===== src/rtl/yuv444_to_yuv422.sv =====
// 4:4:4 to 4:2:2 packer: pairs pixels into {Y,Cb} / {Y,Cr} words, optionally
// averaging chroma across the pair, with start-of-line realignment.
module yuv444_to_yuv422 #(
  parameter int AVERAGE = 1
) (
  input  logic        iCLK,
  input  logic        iRST_N,
  input  logic [7:0]  iY,
  input  logic [7:0]  iCb,
  input  logic [7:0]  iCr,
  input  logic        iValid,
  input  logic        iSOL,
  output logic [15:0] oYCbCr,
  output logic        oValid,
  output logic        oCrSel,
  output logic        oSOL
);

  localparam int DATA_W = 8;

  typedef enum logic {EVEN_WAIT, ODD_WAIT} phase_t;

  phase_t                phase;
  logic [DATA_W-1:0]     yHeld_p0, cbHeld_p0, crHeld_p0;
  logic                  solHeld_p0;
  logic [2*DATA_W-1:0]   word2_p1;
  logic                  vld2_p1;

  logic [DATA_W-1:0]     cbPair, crPair;
  logic                  storePix, pairOdd, flushOrphan;

  // Rounded mean; the 9-bit sum cannot overflow (255+255+1 = 511).
  function automatic logic [DATA_W-1:0] avgRound(input logic [DATA_W-1:0] a,
                                                 input logic [DATA_W-1:0] b);
    logic [DATA_W:0] s;
    s = {1'b0, a} + {1'b0, b} + {{DATA_W{1'b0}}, 1'b1};
    return s[DATA_W:1];
  endfunction

  always_comb begin
    cbPair      = cbHeld_p0;
    crPair      = crHeld_p0;
    if (AVERAGE != 0) begin
      cbPair = avgRound(cbHeld_p0, iCb);
      crPair = avgRound(crHeld_p0, iCr);
    end
    pairOdd     = iValid && (phase == ODD_WAIT) && !iSOL;
    flushOrphan = iValid && (phase == ODD_WAIT) && iSOL;
    storePix    = iValid && ((phase == EVEN_WAIT) || iSOL);
  end

  // Stage p0: hold even pixel; stage p1: park the Cr word of a formed pair
  always_ff @(posedge iCLK) begin
    if (storePix) begin
      yHeld_p0  <= iY;
      cbHeld_p0 <= iCb;
      crHeld_p0 <= iCr;
    end
    if (pairOdd)
      word2_p1 <= {iY, crPair};
  end

  // Output stage: control and registered outputs
  always_ff @(posedge iCLK or negedge iRST_N) begin
    if (!iRST_N) begin
      phase      <= EVEN_WAIT;
      solHeld_p0 <= 1'b0;
      vld2_p1    <= 1'b0;
      oYCbCr     <= '0;
      oValid     <= 1'b0;
      oCrSel     <= 1'b0;
      oSOL       <= 1'b0;
    end else begin
      oValid  <= 1'b0;
      oSOL    <= 1'b0;
      vld2_p1 <= 1'b0;

      // A pending Cr word never coincides with a pair or flush: the phase is
      // EVEN_WAIT on the cycle it is emitted.
      if (vld2_p1) begin
        oYCbCr <= word2_p1;
        oValid <= 1'b1;
        oCrSel <= 1'b1;
      end

      if (iValid) begin
        case (phase)
          EVEN_WAIT: begin
            solHeld_p0 <= iSOL;
            phase      <= ODD_WAIT;
          end
          ODD_WAIT: begin
            oValid <= 1'b1;
            oCrSel <= 1'b0;
            oSOL   <= solHeld_p0;
            if (iSOL) begin
              // Odd-length line: emit the orphan alone, new pixel becomes even
              oYCbCr     <= {yHeld_p0, cbHeld_p0};
              solHeld_p0 <= 1'b1;
            end else begin
              oYCbCr  <= {yHeld_p0, cbPair};
              vld2_p1 <= 1'b1;
              phase   <= EVEN_WAIT;
            end
          end
          default: phase <= EVEN_WAIT;
        endcase
      end
    end
  end

endmodule


===== config.mk =====
export PLATFORM = sky130hd
export DESIGN_NAME = yuv444_to_yuv422
export DESIGN_NICKNAME = d
export VERILOG_FILES = /design/src/rtl/yuv444_to_yuv422.sv
export SDC_FILE = /design/constraint.sdc
export NUM_CORES = 1
export LEC_CHECK = 0
export CORE_AREA = 2 2 94 60
export CTS_CLUSTER_DIAMETER = 120
export DETAILED_ROUTE_END_ITERATION = 10
export DIE_AREA = 0 0 96 62
export PLACE_DENSITY = 0.89
export SYNTH_ARGS = -nofsm -noshare
export SYNTH_HDL_FRONTEND = slang
export SYNTH_SLANG_ARGS = --single-unit

===== constraint.sdc =====
create_clock -name iCLK -period 3.9 [get_ports iCLK]
set_input_delay 0.78 -clock iCLK [delete_from_list [all_inputs] [get_ports iCLK]]
set_output_delay 0.78 -clock iCLK [all_outputs]
set_load 0.02 [all_outputs]

==> impl_results.md <==
- Endpoints failing setup: 0
- Most common cell after layout, fill and taps aside: clkdlybuf4s50_1
- DP HPWL: about 3.5 mm
- Min Hold Slack: 478 ps
- First-pass iteration count of the detailed router: 4
- Top cells by area, synth: edfxtp_1 43%, dfrtp_1 20%, ha_1 6.2%, mux2i_1 6.1%, a21oi_1 3.9%
- Syn Area/Cell: between 10 and 15 um^2
- Core ar.: around 5200 um^2
- Reg clk slew, reported paths: approximately 70 ps
- Iteration-0 DRC Markers: between 100 and 150
- RSZ-0062 raised after global routing: no
- Final Power: around 1.8 mW
- CTS tree: yes
- Synth warnings: 0
- Syn nets: about 250
- Cell Rows: 21
- Final Max Slew Viols: 0
- Wire length of the first global-routing pass: 7.89 mm
- Post-CTS resize count: 0
- Die area: roughly 6000 um^2
- Worst path max stage delay: approximately 430 ps
- Worst Path Max Fanout: 3
- Die Wd: between 90 and 100 um
- Minimum clock period: 2870 ps
- Max Cap Viol: 0
- Setup crit end kind: flop
- Fin Clk Skew: just over 6 ps
- Maximum VDD drop: between 0.2 and 0.3 mV
- Pre-CTS setup slack: approximately 710 ps
- Die Height: approximately 62 um
- DR vias/cell: around 5.4
- Outcome: finished, final reports clean
- Clock Tree Buf Depth: 2
- H-tree level count: 3
- WS Path Type: input port to flop
- Worst EP arrival: between 3000 and 4000 ps
- Final hold viol count: 0
- Antenna violations before repair: 0
- Total track usage: 0.185
- CP cell instances: clkdlybuf4s50_1 -> or2_2 -> fa_1 -> a21o_1 -> a221oi_2 -> o21bai_1 -> a2111oi_2 -> nor3_1
- Boundary Pins: between 40 and 50
- Hold Path Class: flop to flop
- Remaining antenna violation count: 0
- CP Launch Type: input port
- Worst-Skew Late Latency: around 340 ps
- N_diodes: 0
- Mapped cell area: about 2800 um^2
- Distinct cells, synth: 36
- Achievable clock frequency: about 350 MHz
- CTS root buf: clkbuf_8
- Initial core utilization: 0.537
- Actual slew at the worst max-slew pin: between 1000 and 1500 ps
- Post-Synthesis Cells: 210
- Clock Sinks: just over 60
- Critical Path Slowest Stage Cell: clkdlybuf4s50_1
- Postcts setup bufs: 0
- Number of remaining DRC errors: 0
- Final #Nets: slightly above 300
- Count of input and output buffers: 46
- Hold Buf Count CTS: 0
- PwrDens: approximately 500 nW/um^2
- Detailed Route WL: between 4 and 5 mm
- Num CTS Buffers: 9
- Max_slew headroom: 0.313
- Leak: around 1.4 nW
- Register area share after synthesis: 0.624
- Top-area cell type share of the netlist area: 0.428
- Number of synthesized register bits: 62
- Share of layout cells above drive strength 1: 0.0929
- Required @ worst endpoint: roughly 4100 ps
- Largest net degree at the start of global routing: 23
- Vias: around 1800
- Most frequent cells in the layout: 46 x clkdlybuf4s50_1, 40 x edfxtp_1, 22 x dfrtp_1
- Per-cell routed wire length: 14.7 um
- Period utilization: 0.736
- Setup_tns: 0 ps
- Total gr overflow: 0
- Number of global-route vias before repair: between 1500 and 2000
- Fin worst setup slack: approximately 1000 ps
- Routability congestion estimate: between 0.8 and 0.9
- Area grow syn2layout: 27.6%
- Largest area contributor in the netlist: edfxtp_1
kinds of logic (layout without fill, tap and decap cells):
| logic type | Yosys count | count (layout) | share of synthesized area |
|---|---|---|---|
| muxes | 17 | 17 | 0.0606 |
| AOI/OAI and AO/OA | 53 | 53 | 0.128 |
| adders and majority gates | 16 | 16 | 0.0767 |
| DFF | 62 | 62 | 0.624 |
| and+or+nand+nor | 43 | 43 | 0.0718 |
| buffers and inverters | 12 | 71 | 0.0174 |
| xor gates and xnor gates | 7 | 7 | 0.0218 |
metal layers:
metal,part of all wire,vias to the layer above,GRT usage
li1,-,897,-
met1,0.47,881,0.252
met4,0.0048,0,0.0367
met3,0.070,2,0.0844
met2,0.45,50,0.279
met5,0,-,0
final cells by class:
| class | count | area (um^2) |
|---|---|---|
| Multi-Input combinational cell | 136 | 1010 |
| Clock buffer | 11 | 141 |
| Sequential cell | 62 | 1750 |
| Tap cell | 69 | 86.3 |
| Timing Repair Buffer | 50 | 490 |
| Inverter | 5 | 18.8 |
| Clock inverter | 5 | 82.6 |
| Fill cell | 372 | 1650 |
sequential cells by signal (all words and copies together) (netlist names), 8 cells and up:
signal	cells
yHeld_p0	8
oYCbCr	16
word2_p1	16
cbHeld_p0	8
crHeld_p0	8
path summary, 6_finish.rpt:
check / from / endpoint / slack [ps] / depth (start not counted)
setup / recovery: iCb[0] / oYCbCr[7] / 1030 / 8
hold / removal: oCrSel / oCrSel / 480 / 1
setup reg to reg: cbHeld_p0[0] / oYCbCr[7] / 1470 / 7
hold reg to reg: oCrSel / oCrSel / 480 / 1
max in group asynchronous: iRST_N / oYCbCr[4] / 2270 / 1
min in group asynchronous: iRST_N / oYCbCr[15] / 1010 / 1
Yosys cell counts:
| cell | instances |
|---|---|
| a211oi_1 | 4 |
| o31a_1 | 1 |
| a221oi_2 | 2 |
| inv_1 | 4 |
| nand2b_1 | 1 |
| a2111oi_2 | 1 |
| or2_2 | 2 |
| a21o_1 | 4 |
| a21oi_1 | 22 |
| nor3b_1 | 1 |
| a21boi_0 | 1 |
| dfrtp_1 | 22 |
| o21a_1 | 3 |
| a22oi_1 | 2 |
| and3_1 | 3 |
| and2_1 | 3 |
| nor2b_1 | 2 |
| nor3_1 | 5 |
| o211ai_1 | 2 |
| o31ai_1 | 1 |
| a31oi_1 | 1 |
| a221oi_1 | 2 |
| ha_1 | 14 |
| xor2_1 | 3 |
| clkbuf_1 | 4 |
| nor2_1 | 17 |
| xnor2_1 | 4 |
| mux2i_1 | 17 |
| clkinv_1 | 1 |
| or3_1 | 1 |
| fa_1 | 2 |
| edfxtp_1 | 40 |
| buf_2 | 3 |
| o21ai_0 | 4 |
| nand2_1 | 8 |
| o21bai_1 | 3 |
critical path, delay by kind of cell:
family / cells / cell delay (ps)
compound gates: 4 / 1100
buf+inv: 1 / 430
fa+ha+maj: 1 / 420
simple gates: 2 / 370
metrics by stage:
| step | util | instances | cell area (um^2) |
|---|---|---|---|
| finish | 0.685 | 338 | 3580 |
| global route | 0.685 | 338 | 3580 |
| CTS | 0.685 | 338 | 3580 |
| detailed placement | 0.642 | 322 | 3360 |
| global placement | 0.642 | 322 | 3360 |
| floorplan | - | 210 | 2810 |
power by group:
group          total [mW]  internal [mW]  switching, mW
registers           0.813          0.775         0.0383
clock network       0.622          0.377          0.245
logic               0.347          0.171          0.176
total                1.78           1.32          0.460
Note: power is estimated with default switching activity, not from simulation.
==> RTL edit (same flow settings) <==
`AVERAGE`: 1 -> 0.
--- a/src/rtl/yuv444_to_yuv422.sv
+++ b/src/rtl/yuv444_to_yuv422.sv
@@ -1,7 +1,7 @@
 // 4:4:4 to 4:2:2 packer: pairs pixels into {Y,Cb} / {Y,Cr} words, optionally
 // averaging chroma across the pair, with start-of-line realignment.
 module yuv444_to_yuv422 #(
-  parameter int AVERAGE = 1
+  parameter int AVERAGE = 0
 ) (
   input  logic        iCLK,
   input  logic        iRST_N,
Function: changed (a bounded check fails within 4 cycles, from zero or initial values and one cycle with iRST_N low).
==> RTL edit against the original RTL <==
Non-clock buffer count is 3 lower; clock power is 5.3% higher; count of clock-buffer cells in the layout is 1 higher; setup slack better by 0.25 ns; critical endpoint is now yHeld_p0[2]; largest cell class unchanged; final area is 17% lower; clock skew is 0.0013 ns higher; synthesized cell count is 38% lower; die area stayed put; power is 5.6% lower; sequential cell count stayed put; routed wire length is 21% lower; area after synthesis is 20% lower; fmax is 9.5% higher.
==> RTL edit: results (changes against the original RTL) <==
Parameter                              Value

Outcome
  Status ... complete, no violations

Global routing
  Pin count of the biggest net entering global routing ... 25 (+8.7%)
  GR met2 Demand/Resource ... 23.71% (-4.2 points)
  Total track usage ... 15.18% (-3.3 points)
  Met3 demand-to-capacity share in global routing ... 8.685% (+0.24 points)
  Wire length of the first global-routing pass ... 5989 um (-24%)

Finish
  Seq area share ... 58.70% (+9.8 points)
  Layout cells sized above 1 ... 13.98% (+4.7 points)
  Number of nets in the layout ... 209 (-32%)
  Fill cells ... 396 (+6.5%)
  Comb_multi_in ... 60 (-56%)
  Non-clock buffer area fraction after layout ... 15.68% (+2.0 points)
  Clock buffers and inverters, area share ... 8.134% (+1.9 points)
  Area occupied by multi-input gates ... 431.7 sq um (-57%)
  Number of flip-flops and latches ... 62 (unchanged)
  Clock tree buffer count of the final layout ... 12 (+1)
  Number of buffers other than clock buffers in the final layout ... 47 (-6.0%)
  Logic inverters ... 1 (-4)

Place
  HPWL after detailed placement ... 2569 um (-27%)
  Number of buffer cells added on primary ports ... 46 (unchanged)
  Placed cells ... 239 (-26%)
  Worst setup timing slack at the placement stage ... 0.8737 ns (+0.1628 ns)
  Final weighted congestion of routability-driven global placement ... 0.7259 (-17%)

Pwr
  Sequential cell power ... 0.805 mW (-1%)
  Net load switching power ... 0.3867 mW (-16%)
  Peak VDD IR ... 284.9 uV (-3.6%)
  Leakage dissipation ... 1.098 nW (-19%)
  Clock group power ... 0.655 mW (+5.3%)

Worst hold path
  Endpoint of the worst hold path ... word2_p1[5]
  Min-delay worst type ... reg -> reg
  Hold path depth ... 0 (-1)
  Beginning of the worst hold path ... crHeld_p0[5]

Routing
  Met3 routed wirelength ... 250 um (-28%)
  Detailed-routing wirelength on met1 ... 1562 um (-33%)
  Average via count per standard cell ... 4.784 (-12%)
  WL final ... 3935 um (-21%)
  Vias after detailed routing ... 1220 (-33%)
  Initial detailed-routing violation count ... 81 (-36%)

Worst setup path
  Start point of the critical path ... iValid
  Internal reg-to-reg setup slack ... 1.89 ns (+0.42 ns)
  Cell type group with the largest total delay on the critical path ... buffers and inverters
  Endpoint of the worst register-to-register path ... oYCbCr[1]
  Crit Path Max Fanout ... 24 (+21)
  R2R cell count ... 2 (-5)
  End point of the critical path ... yHeld_p0[2]
  CP max stage delay ... 0.98 ns (+0.55 ns)
  Data arrival at the endpoint of the critical path ... 2.65 ns (-0.44 ns)

Timing
  Ratio of final minimum period to clock period ... 67.23% (-6.4 points)
  Max Clock Skew ... 0.007310 ns (+0.001275 ns)
  Worst-Margin Slew ... 0.9551 ns (-0.07148 ns)

Synthesis
  Synthesized instance count ... 131 (-38%)
  Number of unique standard cell types used by synthesis ... 17 (-53%)
  Sequential cell area fraction in the yosys report ... 77.91% (+15 points)
  Most used standard cells in the synthesized netlist ... edfxtp_1 (40), dfrtp_1 (22), mux2i_1 (16), nand3_1 (16), o21ai_2 (9)

Clock tree
  Worst-case clock buffer depth ... 2 (unchanged)
## RTL edit: changes by cell type after synthesis, moves of 5 or more
| cell | unedited run | this run |
|---|---|---|
| nor2_1 | 17 | 4 |
| nand3_1 | 0 | 16 |
| nand2_1 | 8 | 0 |
| o21ai_2 | 0 | 9 |
| nor3_1 | 5 | 0 |
| a21oi_1 | 22 | 0 |
| ha_1 | 14 | 0 |
## RTL edit: stage by stage
stage / cell area [sq um] / hold WS, ns / utilization [%] / power (mW)
final: 2984 / 0.4283 / 57.07 / 1.683
after global routing: 2984 / 0.4326 / 57.07 / 1.756
after floorplan: 2248 / 0.4003 / - / 0.9262
after global placement: 2741 / 0.4042 / 52.43 / 1.036
after detailed placement: 2741 / 0.4116 / 52.43 / 1.044
after CTS: 2984 / 0.4257 / 57.07 / 1.707
## RTL edit: cells by family after synthesis
group	synth area share, %
AO/OA/AOI/OAI	5.788
buffers and inverters	3.060
flip-flops	77.91
multiplexers	7.123
AND/OR/NAND/NOR	6.122
